--- config.mk ---
export PLATFORM = sky130hd
export DESIGN_NAME = sprite_scan_ctrl_flat
export DESIGN_NICKNAME = d
export VERILOG_FILES = /design/src/rtl/sprite_scan_if.sv /design/src/rtl/sprite_scan_ctrl.sv /design/src/flat_wrapper.sv
export SDC_FILE = /design/constraint.sdc
export NUM_CORES = 1
export LEC_CHECK = 0
export ABC_AREA = 1
export CAP_MARGIN = 20
export CORE_ASPECT_RATIO = 0.9
export CORE_MARGIN = 3
export CORE_UTILIZATION = 30
export DETAILED_ROUTE_END_ITERATION = 16
export SKIP_LAST_GASP = 1
export SLEW_MARGIN = 20
export SYNTH_ARGS = -nofsm -noshare
export SYNTH_HDL_FRONTEND = slang
export SYNTH_SLANG_ARGS = --single-unit
--- constraint.sdc ---
create_clock -name clk -period 3.35 [get_ports clk]
set_clock_uncertainty 0.2 [all_clocks]
set_input_delay 1.005 -clock clk [delete_from_list [all_inputs] [get_ports clk]]
set_output_delay 1.005 -clock clk [all_outputs]
set_load 0.1 [all_outputs]
--- src/rtl/sprite_scan_if.sv ---
// Bundle between the scan controller and the sprite drawers/environment.
// The master side (scan controller) drives the raster, sync, start and pixel outputs.
interface sprite_scan_if #(
    parameter int unsigned NUM_SPRITES = 4,
    parameter int unsigned COLOR_W     = 8
);
    localparam int unsigned CNT_W = 10;

    logic [NUM_SPRITES-1:0]         spr_en;
    logic [CNT_W*NUM_SPRITES-1:0]   spr_y;
    logic [COLOR_W*NUM_SPRITES-1:0] spr_color;
    logic [COLOR_W-1:0]             bg_color;
    logic [NUM_SPRITES-1:0]         spr_draw;

    logic [CNT_W-1:0]               pixel_x;
    logic [CNT_W-1:0]               pixel_y;
    logic [NUM_SPRITES-1:0]         spr_start;
    logic                           frame_start;
    logic                           hsync;
    logic                           vsync;
    logic                           video_on;
    logic [COLOR_W-1:0]             rgb;

    modport master (
        input  spr_en, spr_y, spr_color, bg_color, spr_draw,
        output pixel_x, pixel_y, spr_start, frame_start, hsync, vsync, video_on, rgb
    );

    modport slave (
        output spr_en, spr_y, spr_color, bg_color, spr_draw,
        input  pixel_x, pixel_y, spr_start, frame_start, hsync, vsync, video_on, rgb
    );
endinterface

--- src/rtl/sprite_scan_ctrl.sv ---
// Raster scan generator, per-sprite start scheduler and priority compositor.
// Counter value t appears on rgb/hsync/vsync/video_on two clocks later.
module sprite_scan_ctrl #(
    parameter int unsigned H_VISIBLE   = 640,
    parameter int unsigned H_FRONT     = 16,
    parameter int unsigned H_SYNC      = 96,
    parameter int unsigned H_BACK      = 48,
    parameter int unsigned V_VISIBLE   = 480,
    parameter int unsigned V_FRONT     = 10,
    parameter int unsigned V_SYNC      = 2,
    parameter int unsigned V_BACK      = 33,
    parameter int unsigned NUM_SPRITES = 4,
    parameter int unsigned COLOR_W     = 8
) (
    input  logic          clk,
    input  logic          rst,
    sprite_scan_if.master bus
);
    localparam int unsigned CNT_W   = 10;
    localparam int unsigned H_TOTAL = H_VISIBLE + H_FRONT + H_SYNC + H_BACK;
    localparam int unsigned V_TOTAL = V_VISIBLE + V_FRONT + V_SYNC + V_BACK;

    localparam logic [CNT_W-1:0] H_LAST     = CNT_W'(H_TOTAL - 1);
    localparam logic [CNT_W-1:0] V_LAST     = CNT_W'(V_TOTAL - 1);
    localparam logic [CNT_W-1:0] H_VIS_C    = CNT_W'(H_VISIBLE);
    localparam logic [CNT_W-1:0] V_VIS_C    = CNT_W'(V_VISIBLE);
    localparam logic [CNT_W-1:0] H_SYNC_LO  = CNT_W'(H_VISIBLE + H_FRONT);
    localparam logic [CNT_W-1:0] H_SYNC_HI  = CNT_W'(H_VISIBLE + H_FRONT + H_SYNC);
    localparam logic [CNT_W-1:0] V_SYNC_LO  = CNT_W'(V_VISIBLE + V_FRONT);
    localparam logic [CNT_W-1:0] V_SYNC_HI  = CNT_W'(V_VISIBLE + V_FRONT + V_SYNC);

    typedef enum logic [1:0] {
        S_IDLE  = 2'd0,
        S_ARMED = 2'd1,
        S_FIRED = 2'd2
    } spr_state_t;

    logic [CNT_W-1:0]       r_x;
    logic [CNT_W-1:0]       r_y;
    logic [CNT_W-1:0]       w_x_nxt;
    logic [CNT_W-1:0]       w_y_nxt;
    logic                   r_frame_start;
    logic                   w_frame_start_nxt;

    logic [NUM_SPRITES-1:0] r_shadow_en;
    logic [CNT_W-1:0]       r_shadow_y  [NUM_SPRITES];
    logic [CNT_W-1:0]       w_fire_line [NUM_SPRITES];
    spr_state_t             r_state     [NUM_SPRITES];
    spr_state_t             w_state_nxt [NUM_SPRITES];
    logic [NUM_SPRITES-1:0] r_spr_start;
    logic [NUM_SPRITES-1:0] w_start_nxt;

    logic                   w_hsync_raw;
    logic                   w_vsync_raw;
    logic                   w_vis_raw;
    logic                   r_hs_d1, r_vs_d1, r_vis_d1;
    logic                   r_hs_d2, r_vs_d2, r_vis_d2;
    logic [COLOR_W-1:0]     w_pix_nxt;
    logic [COLOR_W-1:0]     r_rgb;

    // Next raster position: x wraps each line, y advances on the x wrap.
    always_comb begin
        w_x_nxt = r_x + CNT_W'(1);
        w_y_nxt = r_y;
        if (r_x == H_LAST) begin
            w_x_nxt = '0;
            w_y_nxt = (r_y == V_LAST) ? '0 : r_y + CNT_W'(1);
        end
        w_frame_start_nxt = (w_x_nxt == '0) && (w_y_nxt == V_VIS_C);
    end

    // Raster counters and the vertical-blank entry pulse.
    always_ff @(posedge clk or posedge rst) begin
        if (rst) begin
            r_x           <= '0;
            r_y           <= '0;
            r_frame_start <= 1'b0;
        end else begin
            r_x           <= w_x_nxt;
            r_y           <= w_y_nxt;
            r_frame_start <= w_frame_start_nxt;
        end
    end

    // Latch sprite placement once per frame so mid-frame edits wait for the next frame.
    always_ff @(posedge clk or posedge rst) begin
        if (rst) begin
            r_shadow_en <= '0;
            for (int i = 0; i < int'(NUM_SPRITES); i++) begin
                r_shadow_y[i] <= '0;
            end
        end else if (r_frame_start) begin
            r_shadow_en <= bus.spr_en;
            for (int i = 0; i < int'(NUM_SPRITES); i++) begin
                r_shadow_y[i] <= bus.spr_y[CNT_W*i +: CNT_W];
            end
        end
    end

    // Per-sprite scheduler: arm at frame start, pulse once on the line above the sprite.
    always_comb begin
        for (int i = 0; i < int'(NUM_SPRITES); i++) begin
            w_state_nxt[i] = r_state[i];
            w_start_nxt[i] = 1'b0;
            // Line 0 sprites are armed from the last blank line, after the frame latch.
            w_fire_line[i] = (r_shadow_y[i] == '0) ? V_LAST : r_shadow_y[i] - CNT_W'(1);
            if (r_frame_start) begin
                if (bus.spr_en[i] && (bus.spr_y[CNT_W*i +: CNT_W] < V_VIS_C)) begin
                    w_state_nxt[i] = S_ARMED;
                end else begin
                    w_state_nxt[i] = S_IDLE;
                end
            end else begin
                case (r_state[i])
                    S_ARMED: begin
                        if (r_shadow_en[i] && (r_shadow_y[i] < V_VIS_C) &&
                            (w_x_nxt == H_VIS_C) && (w_y_nxt == w_fire_line[i])) begin
                            w_start_nxt[i] = 1'b1;
                            w_state_nxt[i] = S_FIRED;
                        end
                    end
                    default: begin
                        w_state_nxt[i] = r_state[i];
                    end
                endcase
            end
        end
    end

    // Scheduler state and registered start pulses.
    always_ff @(posedge clk or posedge rst) begin
        if (rst) begin
            r_spr_start <= '0;
            for (int i = 0; i < int'(NUM_SPRITES); i++) begin
                r_state[i] <= S_IDLE;
            end
        end else begin
            r_spr_start <= w_start_nxt;
            for (int i = 0; i < int'(NUM_SPRITES); i++) begin
                r_state[i] <= w_state_nxt[i];
            end
        end
    end

    // Raw sync and visibility decoded from the current counter value.
    always_comb begin
        w_hsync_raw = !((r_x >= H_SYNC_LO) && (r_x < H_SYNC_HI));
        w_vsync_raw = !((r_y >= V_SYNC_LO) && (r_y < V_SYNC_HI));
        w_vis_raw   = (r_x < H_VIS_C) && (r_y < V_VIS_C);
    end

    // Two-stage delay so sync and visibility line up with the composited pixel.
    always_ff @(posedge clk or posedge rst) begin
        if (rst) begin
            r_hs_d1  <= 1'b1;
            r_vs_d1  <= 1'b1;
            r_vis_d1 <= 1'b0;
            r_hs_d2  <= 1'b1;
            r_vs_d2  <= 1'b1;
            r_vis_d2 <= 1'b0;
        end else begin
            r_hs_d1  <= w_hsync_raw;
            r_vs_d1  <= w_vsync_raw;
            r_vis_d1 <= w_vis_raw;
            r_hs_d2  <= r_hs_d1;
            r_vs_d2  <= r_vs_d1;
            r_vis_d2 <= r_vis_d1;
        end
    end

    // Lowest-index active drawer wins; background otherwise; black outside the visible area.
    always_comb begin
        w_pix_nxt = bus.bg_color;
        for (int i = int'(NUM_SPRITES) - 1; i >= 0; i--) begin
            if (bus.spr_draw[i]) begin
                w_pix_nxt = bus.spr_color[COLOR_W*i +: COLOR_W];
            end
        end
        if (!r_vis_d1) begin
            w_pix_nxt = '0;
        end
    end

    // Registered pixel output.
    always_ff @(posedge clk or posedge rst) begin
        if (rst) begin
            r_rgb <= '0;
        end else begin
            r_rgb <= w_pix_nxt;
        end
    end

    assign bus.pixel_x     = r_x;
    assign bus.pixel_y     = r_y;
    assign bus.frame_start = r_frame_start;
    assign bus.spr_start   = r_spr_start;
    assign bus.hsync       = r_hs_d2;
    assign bus.vsync       = r_vs_d2;
    assign bus.video_on    = r_vis_d2;
    assign bus.rgb         = r_rgb;

endmodule

--- src/flat_wrapper.sv ---
// flat-port wrapper written by rule: the top's interface ports become plain ports
module sprite_scan_ctrl_flat 
#(
    parameter int unsigned H_VISIBLE   = 640,
    parameter int unsigned H_FRONT     = 16,
    parameter int unsigned H_SYNC      = 96,
    parameter int unsigned H_BACK      = 48,
    parameter int unsigned V_VISIBLE   = 480,
    parameter int unsigned V_FRONT     = 10,
    parameter int unsigned V_SYNC      = 2,
    parameter int unsigned V_BACK      = 33,
    parameter int unsigned NUM_SPRITES = 4,
    parameter int unsigned COLOR_W     = 8
)
  (clk, rst, bus_spr_en, bus_spr_y, bus_spr_color, bus_bg_color, bus_spr_draw, bus_pixel_x, bus_pixel_y, bus_spr_start, bus_frame_start, bus_hsync, bus_vsync, bus_video_on, bus_rgb);
  sprite_scan_if #(.NUM_SPRITES(NUM_SPRITES), .COLOR_W(COLOR_W)) bus_i ();
  input  logic clk;
  input  logic rst;
  input wire logic [$bits(bus_i.spr_en)-1:0] bus_spr_en;
  input wire logic [$bits(bus_i.spr_y)-1:0] bus_spr_y;
  input wire logic [$bits(bus_i.spr_color)-1:0] bus_spr_color;
  input wire logic [$bits(bus_i.bg_color)-1:0] bus_bg_color;
  input wire logic [$bits(bus_i.spr_draw)-1:0] bus_spr_draw;
  output wire logic [$bits(bus_i.pixel_x)-1:0] bus_pixel_x;
  output wire logic [$bits(bus_i.pixel_y)-1:0] bus_pixel_y;
  output wire logic [$bits(bus_i.spr_start)-1:0] bus_spr_start;
  output wire logic [$bits(bus_i.frame_start)-1:0] bus_frame_start;
  output wire logic [$bits(bus_i.hsync)-1:0] bus_hsync;
  output wire logic [$bits(bus_i.vsync)-1:0] bus_vsync;
  output wire logic [$bits(bus_i.video_on)-1:0] bus_video_on;
  output wire logic [$bits(bus_i.rgb)-1:0] bus_rgb;
  assign bus_i.spr_en = bus_spr_en;
  assign bus_i.spr_y = bus_spr_y;
  assign bus_i.spr_color = bus_spr_color;
  assign bus_i.bg_color = bus_bg_color;
  assign bus_i.spr_draw = bus_spr_draw;
  assign bus_pixel_x = bus_i.pixel_x;
  assign bus_pixel_y = bus_i.pixel_y;
  assign bus_spr_start = bus_i.spr_start;
  assign bus_frame_start = bus_i.frame_start;
  assign bus_hsync = bus_i.hsync;
  assign bus_vsync = bus_i.vsync;
  assign bus_video_on = bus_i.video_on;
  assign bus_rgb = bus_i.rgb;
  sprite_scan_ctrl #(.H_VISIBLE(H_VISIBLE), .H_FRONT(H_FRONT), .H_SYNC(H_SYNC), .H_BACK(H_BACK), .V_VISIBLE(V_VISIBLE), .V_FRONT(V_FRONT), .V_SYNC(V_SYNC), .V_BACK(V_BACK), .NUM_SPRITES(NUM_SPRITES), .COLOR_W(COLOR_W)) u_core (.clk(clk), .rst(rst), .bus(bus_i));
endmodule
==> qor.txt, run 1 <==
Nature of the critical path endpoint: flop
Post-synth ARST share: 100%
Cell Rows: 49
Clock buffer depth: 2
Slew Limit Headroom: 61.6%
Crit path launch: u_core.bus.pixel_x[0]
Post-synthesis adder-cell area fraction: 1.58%
Clock root cell: clkbuf_16
Mapped Area: 6350 um2
Compound-gate portion of the synthesized area: 9.11%
Vias per cell: 4.68
Req. time, crit path: 3390 ps
Worst slew pin tran: 574 ps
Most frequent cells after synthesis: nand2_1, nor2_1, inv_1
Clk Latency, worst-skew pair: 360 ps
Initial antenna violation count: 0
Post-Route Setup TNS: 0 ps
Final wirelength: 18900 um
Cells along the critical path: ha_1, nand2_1, nor2_2, nand3_2, nand2_1, nand2_1, a21oi_1, nand2_1, nor2_1, nand3_1, nand3_1, nand2_1
CP startpoint kind: flop
Count of final max-slew check failures: 0
Die ar.: 22900 um2
Final Wtd Congestion: 0.887
Largest net degree at the start of global routing: 92
Cell count after synthesis: 970
Worst EP arrival: 2790 ps
Remaining Overflow, GRT: 0
Largest stage delay on the critical path: 400 ps
PwrDens: 313 nW/um2
Synthesis-to-finish area growth: 28.1%
Die height: 144 um
Avg Cell Area, Syn: 6.54 um2
Post-synthesis mux area share: 1.26%
Cells on Worst Hold Path: 0
Unrepaired setup endpoints after global routing: no
R2R depth: 12
Max VDD drop: 230 uV
Top FF cell, synth: dfrtp_1
Register area: 2280 um2
Seq cells post-synth: 91
CTS resizes: 0
Cell taking the most area after synthesis: dfrtp_1
Clock H-tree levels: 3
Reg2Reg Launch Point: u_core.bus.pixel_x[0]
Area occupied by multi-input gates: 3460 um2
Setup violators final: 0
Max Clock Freq: 0.363 GHz
Post-layout min period: 2750 ps
Min-delay src: u_core.r_hs_d1
Simple-Gate Fraction of Synth Area: 40.9%
IO Pins: 126
Overall routing resource usage: 16.8%
Synth top area share: 34.3%
CP max stage cell: dfrtp_1
Maxcap violations: 0
Largest family of logic cells by synthesized area: simple AND/OR/NAND/NOR gates
Synth cell types: 40
# hold bufs at CTS: 0
Core Footprint: 20400 um2
Final Util: 40.0%
Ys Warns: 0
R2R setup slack: 600 ps
Syn nets: 1068
Starting Density: 31.2%
CTS tree: yes
Hold Crit Class: flop to flop
Critical path class: flop to flop
Via count: 6420
Global-route wire length before repair: 31300 um
DR iter-0 viols: 399
Pleak: 3.85 nW
DRC violations left: 0
Nets@finish: 1185
Port Buf Inserts: 125
Clock transition at the registers of the reported paths: 60 ps
Worst Path Max Fanout: 15
First-pass DRT Iterations: 5
Final HPWL DP: 14600 um
Seq/Total Area, Yosys: 36.0%
Fillers: 2207
Setup bufs post-CTS: 0
Share of cells above drive strength 1: 9.62%
Top cells by area in the synthesized netlist: dfrtp_1, nand2_1, nor2_1, inv_1, nand3_1
Final Hold Fails: 0
Status: completed
Crit path top cell by count: nand2_1
Worst Hold End: u_core.bus.hsync
Xor and xnor area share after synthesis: 1.66%
Post-synth EDFFs: 0
Num CTS Buffers: 9
Die width: 159 um
Vias in the first global route: 6075
Antenna-violating nets left: 0
Most frequent cell after synthesis: nand2_1
Total clock sinks: 91
Wire per inst: 13.8 um
Diodes inserted: 0
Fin crit share: 82.2%
RR Endpoint: u_core.r_state[0]
placed cells by master, fill, tap and decap left out, drive strengths merged:
cell / instances
o21a: 8
o221ai: 1
bufinv: 3
nand3: 100
and3: 1
nand2b: 1
clkbuf: 9
and3b: 1
mux2i: 8
or2: 4
dfrtp: 87
xnor2: 6
o21ai: 64
clkdlybuf4s50: 89
nand4: 26
nor2: 154
inv: 128
buf: 39
dfstp: 4
nand3b: 3
nor3: 7
clkinv: 3
nand2: 291
clkinvlp: 2
xor2: 6
nor4: 2
a21oi: 37
ha: 8
logic make-up after synthesis:
logic type                 count (synthesis)
DFF                                       91
adders and majority gates                  8
and+or+nand+nor                          590
xor gates and xnor gates                  12
AOI/OAI and AO/OA                        110
buffers and inverters                    151
muxes                                      8
through the flow:
step	instance area [um2]	cells	total power (W)	hold WS (ps)	setup slack, ps
floorplan	6350	970	0.00125	145	466
detailed placement	7790	1356	0.00139	147	547
finish	8130	1372	0.00255	155	597
global route	8130	1372	0.00264	161	272
global placement	7790	1356	0.00139	146	598
CTS	8130	1372	0.00259	157	627
state kept, by name, indices dropped and copies added, names as in the netlist:
signal,flops
u_core.bus.vsync,1
u_core.r_hs_d1,1
u_core.bus.pixel_x,10
u_core.r_vs_d1,1
u_core.r_shadow_y,40
u_core.bus.hsync,1
u_core.bus.video_on,1
u_core.r_shadow_en,4
u_core.bus.spr_start,4
u_core.r_state,8
u_core.bus.pixel_y,10
u_core.bus.rgb,8
u_core.r_vis_d1,1
u_core.bus.frame_start,1
worst max-delay path by stage:
| stage | to | cells after the start | slack [ps] |
|---|---|---|---|
| after floorplan | u_core.r_state[0] | 15 | 470 |
| after global placement | u_core.bus.rgb[1] | 6 | 600 |
| after detailed placement | u_core.bus.rgb[3] | 6 | 550 |
| after CTS | u_core.r_state[2] | 13 | 630 |
| after global routing | u_core.r_state[2] | 12 | 270 |
| final | u_core.r_state[0] | 12 | 600 |
per-layer routing:
metal / vias to the layer above / global-route usage [%] / wire (um)
li1: 3333 / - / -
met1: 2886 / 23.7 / 9220
met2: 183 / 26.8 / 8360
met3: 18 / 3.01 / 1060
met4: 0 / 4.47 / 286
met5: - / 0 / 0
final cells by class:
cell class / count / area share [%]
well taps: 280 / 4.31
clock buffers: 9 / 2.77
clock inverters: 7 / 1.43
inverters: 129 / 6.03
repair buffers: 128 / 14.9
flip-flops and latches: 91 / 28.1
multi-input cells: 728 / 42.5
power by group:
group / switching, W / total [W] / internal (W) / leakage [nW]
sequential: 0.00000229 / 0.00111 / 0.00111 / 0.961
combinational: 0.000134 / 0.000257 / 0.000122 / 2.73
clock: 0.000451 / 0.00118 / 0.000728 / 0.165
critical path, delay by kind of cell, from the launching register on:
family                   cells  cell delay [ps]
flip-flops                   1              400
adder cells (fa/ha/maj)      1              200
AO/OA/AOI/OAI                1              300
AND/OR/NAND/NOR             10             1540
(Power assumes the default switching activity.)
==> run 2: changes to the inputs <==
==> constraint.sdc (replaced) <==
create_clock -name clk -period 2.55 [get_ports clk]
set_clock_uncertainty 0.2 [all_clocks]
set_input_delay 0.765 -clock clk [delete_from_list [all_inputs] [get_ports clk]]
set_output_delay 0.765 -clock clk [all_outputs]
set_load 0.1 [all_outputs]
==> run 2 against run 1 <==
Wire length up 0.69%. Cell area increased by 6.0%. Via count grew 2.2%. Worst hold slack improved by 2.3 ps. Non-clock buffer count up 22. Final cell count grew 1.7%. Critical path depth grew 2. Global-route usage is 0.11 points lower. Register-to-register slack lost 430 ps. Clock-buffer cell count stayed put. Die area stayed put. Sequential power increased by 32%. Critical path type unchanged. Critical endpoint is now u_core.r_state[2]. Largest cell class unchanged.
==> qor.txt, run 2 (synthesized netlist as in run 1, its figures left out) <==
Cells on Worst Hold Path: 0 (unchanged)
Clock root cell: clkbuf_16 (unchanged)
CP startpoint kind: flop (unchanged)
Max FFs per register: 40 (unchanged)
DP Worst Slack: -39.5 ps (was 547 ps)
Placed cell area: 8170 um2 (was 7790 um2)
Share of cells above drive strength 1: 14.6% (was 9.62%)
Count of final max-slew check failures: 0 (unchanged)
Final Wtd Congestion: 0.926 (was 0.887)
Post-layout min period: 2390 ps (was 2750 ps)
Clock transition at the registers of the reported paths: 70 ps (was 60 ps)
DR iter-0 viols: 425 (was 399)
Wire per inst: 13.7 um (was 13.8 um)
Setup violators final: 0 (unchanged)
Port Buf Inserts: 125 (unchanged)
CP max stage cell: dfrtp_1 (unchanged)
Clock buffer depth: 2 (unchanged)
Setup ws final: 162 ps (was 597 ps)
Crit path top cell by count: nand2_1 (unchanged)
# hold bufs at CTS: 0 (unchanged)
Nets@finish: 1208 (was 1185)
Largest stage delay on the critical path: 400 ps (about the same)
Most frequent cells in the layout: nand2_1, nor2_1, inv_1 (unchanged)
Clk Latency, worst-skew pair: 360 ps (about the same)
Vias per cell: 4.70 (was 4.68)
CTS tree: yes (unchanged)
Fillers: 2137 (was 2207)
Vias in the first global route: 6124 (was 6075)
Cell Rows: 49 (unchanged)
Most flops, register: u_core.r_shadow_y (unchanged)
Clock H-tree levels: 3 (unchanged)
Maxcap violations: 0 (unchanged)
Total power: 0.00316 W (was 0.00255 W)
DRC violations left: 0 (unchanged)
Req. time, crit path: 2590 ps (was 3390 ps)
Final wirelength: 19100 um (was 18900 um)
Commonest non-fill, non-tap cell in the layout: nand2_1 (unchanged)
Largest net degree at the start of global routing: 94 (was 92)
Max VDD drop: 242 uV (was 230 uV)
Cell area after layout: 8620 um2 (was 8130 um2)
PwrDens: 367 nW/um2 (was 313 nW/um2)
IO Pins: 126 (unchanged)
Overall routing resource usage: 16.7% (was 16.8%)
Starting Density: 31.2% (unchanged)
First-pass DRT Iterations: 6 (was 5)
Post-Route Setup TNS: 0 ps (unchanged)
Via count: 6562 (was 6420)
Critical path class: flop to flop (unchanged)
Pleak: 4.00 nW (was 3.85 nW)
Remaining Overflow, GRT: 0 (unchanged)
Hold Crit Class: flop to flop (unchanged)
Nature of the critical path endpoint: flop (unchanged)
Worst Path Max Fanout: 6 (was 15)
Total clock sinks: 91 (unchanged)
Die width: 159 um (unchanged)
Antenna-violating nets left: 0 (unchanged)
Slew Limit Headroom: 63.6% (was 61.6%)
Worst slew pin tran: 545 ps (was 574 ps)
Initial antenna violation count: 0 (unchanged)
Die height: 144 um (unchanged)
Placed instance count: 1374 (was 1356)
Global-route wire length before repair: 31200 um (was 31300 um)
Die ar.: 22900 um2 (unchanged)
Final Hold Fails: 0 (unchanged)
Worst EP arrival: 2430 ps (was 2790 ps)
Diodes inserted: 0 (unchanged)
Post-route insts no fill: 1395 (was 1372)
Status: completed (unchanged)
Max Clock Freq: 0.419 GHz (was 0.363 GHz)
Cells along the critical path: buf_4, nand2_1, nor2_1, nand3_1, nand2_1, nand3_1, nor2_2, nand2_1, nor2_1, nand2_1, nor2_1, nand2_1, nand3_1, nand2_1 (was ha_1, nand2_1, nor2_2, nand3_2, nand2_1, nand2_1, a21oi_1, nand2_1, nor2_1, nand3_1, nand3_1, nand2_1)
Num CTS Buffers: 9 (unchanged)
Fin crit share: 93.6% (was 82.2%)
Unrepaired setup endpoints after global routing: yes (was no)
Final HPWL DP: 14600 um (about the same)
Core Footprint: 20400 um2 (unchanged)
Synthesis-to-finish area growth: 35.9% (was 28.1%)
R2R depth: 14 (was 12)
[run 2: final timing paths]
check                                       from               endpoint  slack [ps]
setup reg to reg           u_core.bus.pixel_x[6]      u_core.r_state[2]         160
max in group asynchronous                    rst  u_core.bus.pixel_y[5]        1030
min in group asynchronous                    rst   u_core.r_shadow_y[6]         700
hold reg to reg                   u_core.r_vs_d1       u_core.bus.vsync         160
hold / removal                    u_core.r_vs_d1       u_core.bus.vsync         160
setup / recovery           u_core.bus.pixel_x[6]      u_core.r_state[2]         160
[run 2: area by class of cell]
type,count,area (um2),share of cell area (%)
multi-input cells,729,3580,41.5
clock inverters,7,76.3,0.885
clock buffers,9,225,2.61
inverters,129,490,5.69
well taps,280,350,4.06
flip-flops and latches,91,2300,26.7
repair buffers,150,1600,18.5
[run 2: metrics by stage]
| step | hold slack, ps | utilization, % |
|---|---|---|
| final | 158 | 42.4 |
| after global routing | 165 | 42.4 |
| after CTS | 159 | 41.7 |
| after detailed placement | 148 | 40.1 |
| after global placement | 146 | 40.1 |
| after floorplan | 145 | - |
[run 2: power breakdown]
part,internal [W],switching [W],total [W]
clock,0.000700,0.000667,0.00137
combinational,0.000162,0.000176,0.000338
sequential,0.00145,0.00000278,0.00146
[run 2: repair_timing]
action	CTS	global route
gates resized for setup	1	29
gates cloned	0	1
setup buffers	0	4
setup endpoints to repair	3	12
pin swaps	0	4
[run 2: worst max-delay path: cells and delay by family (launching register included)]
| kind | cells | cell delay (ps) |
|---|---|---|
| DFF | 1 | 400 |
| and+or+nand+nor | 13 | 1510 |
| buffers and inverters | 1 | 170 |
[run 2: per-layer routing]
layer	routed length, um	vias up	global-route usage [%]	part of all wire (%)
met5	0	-	0	0
met4	253	0	3.78	1.3
met3	988	18	2.92	5.2
met2	8560	169	26.4	45
met1	9250	3000	24.1	49
li1	-	3375	-	-
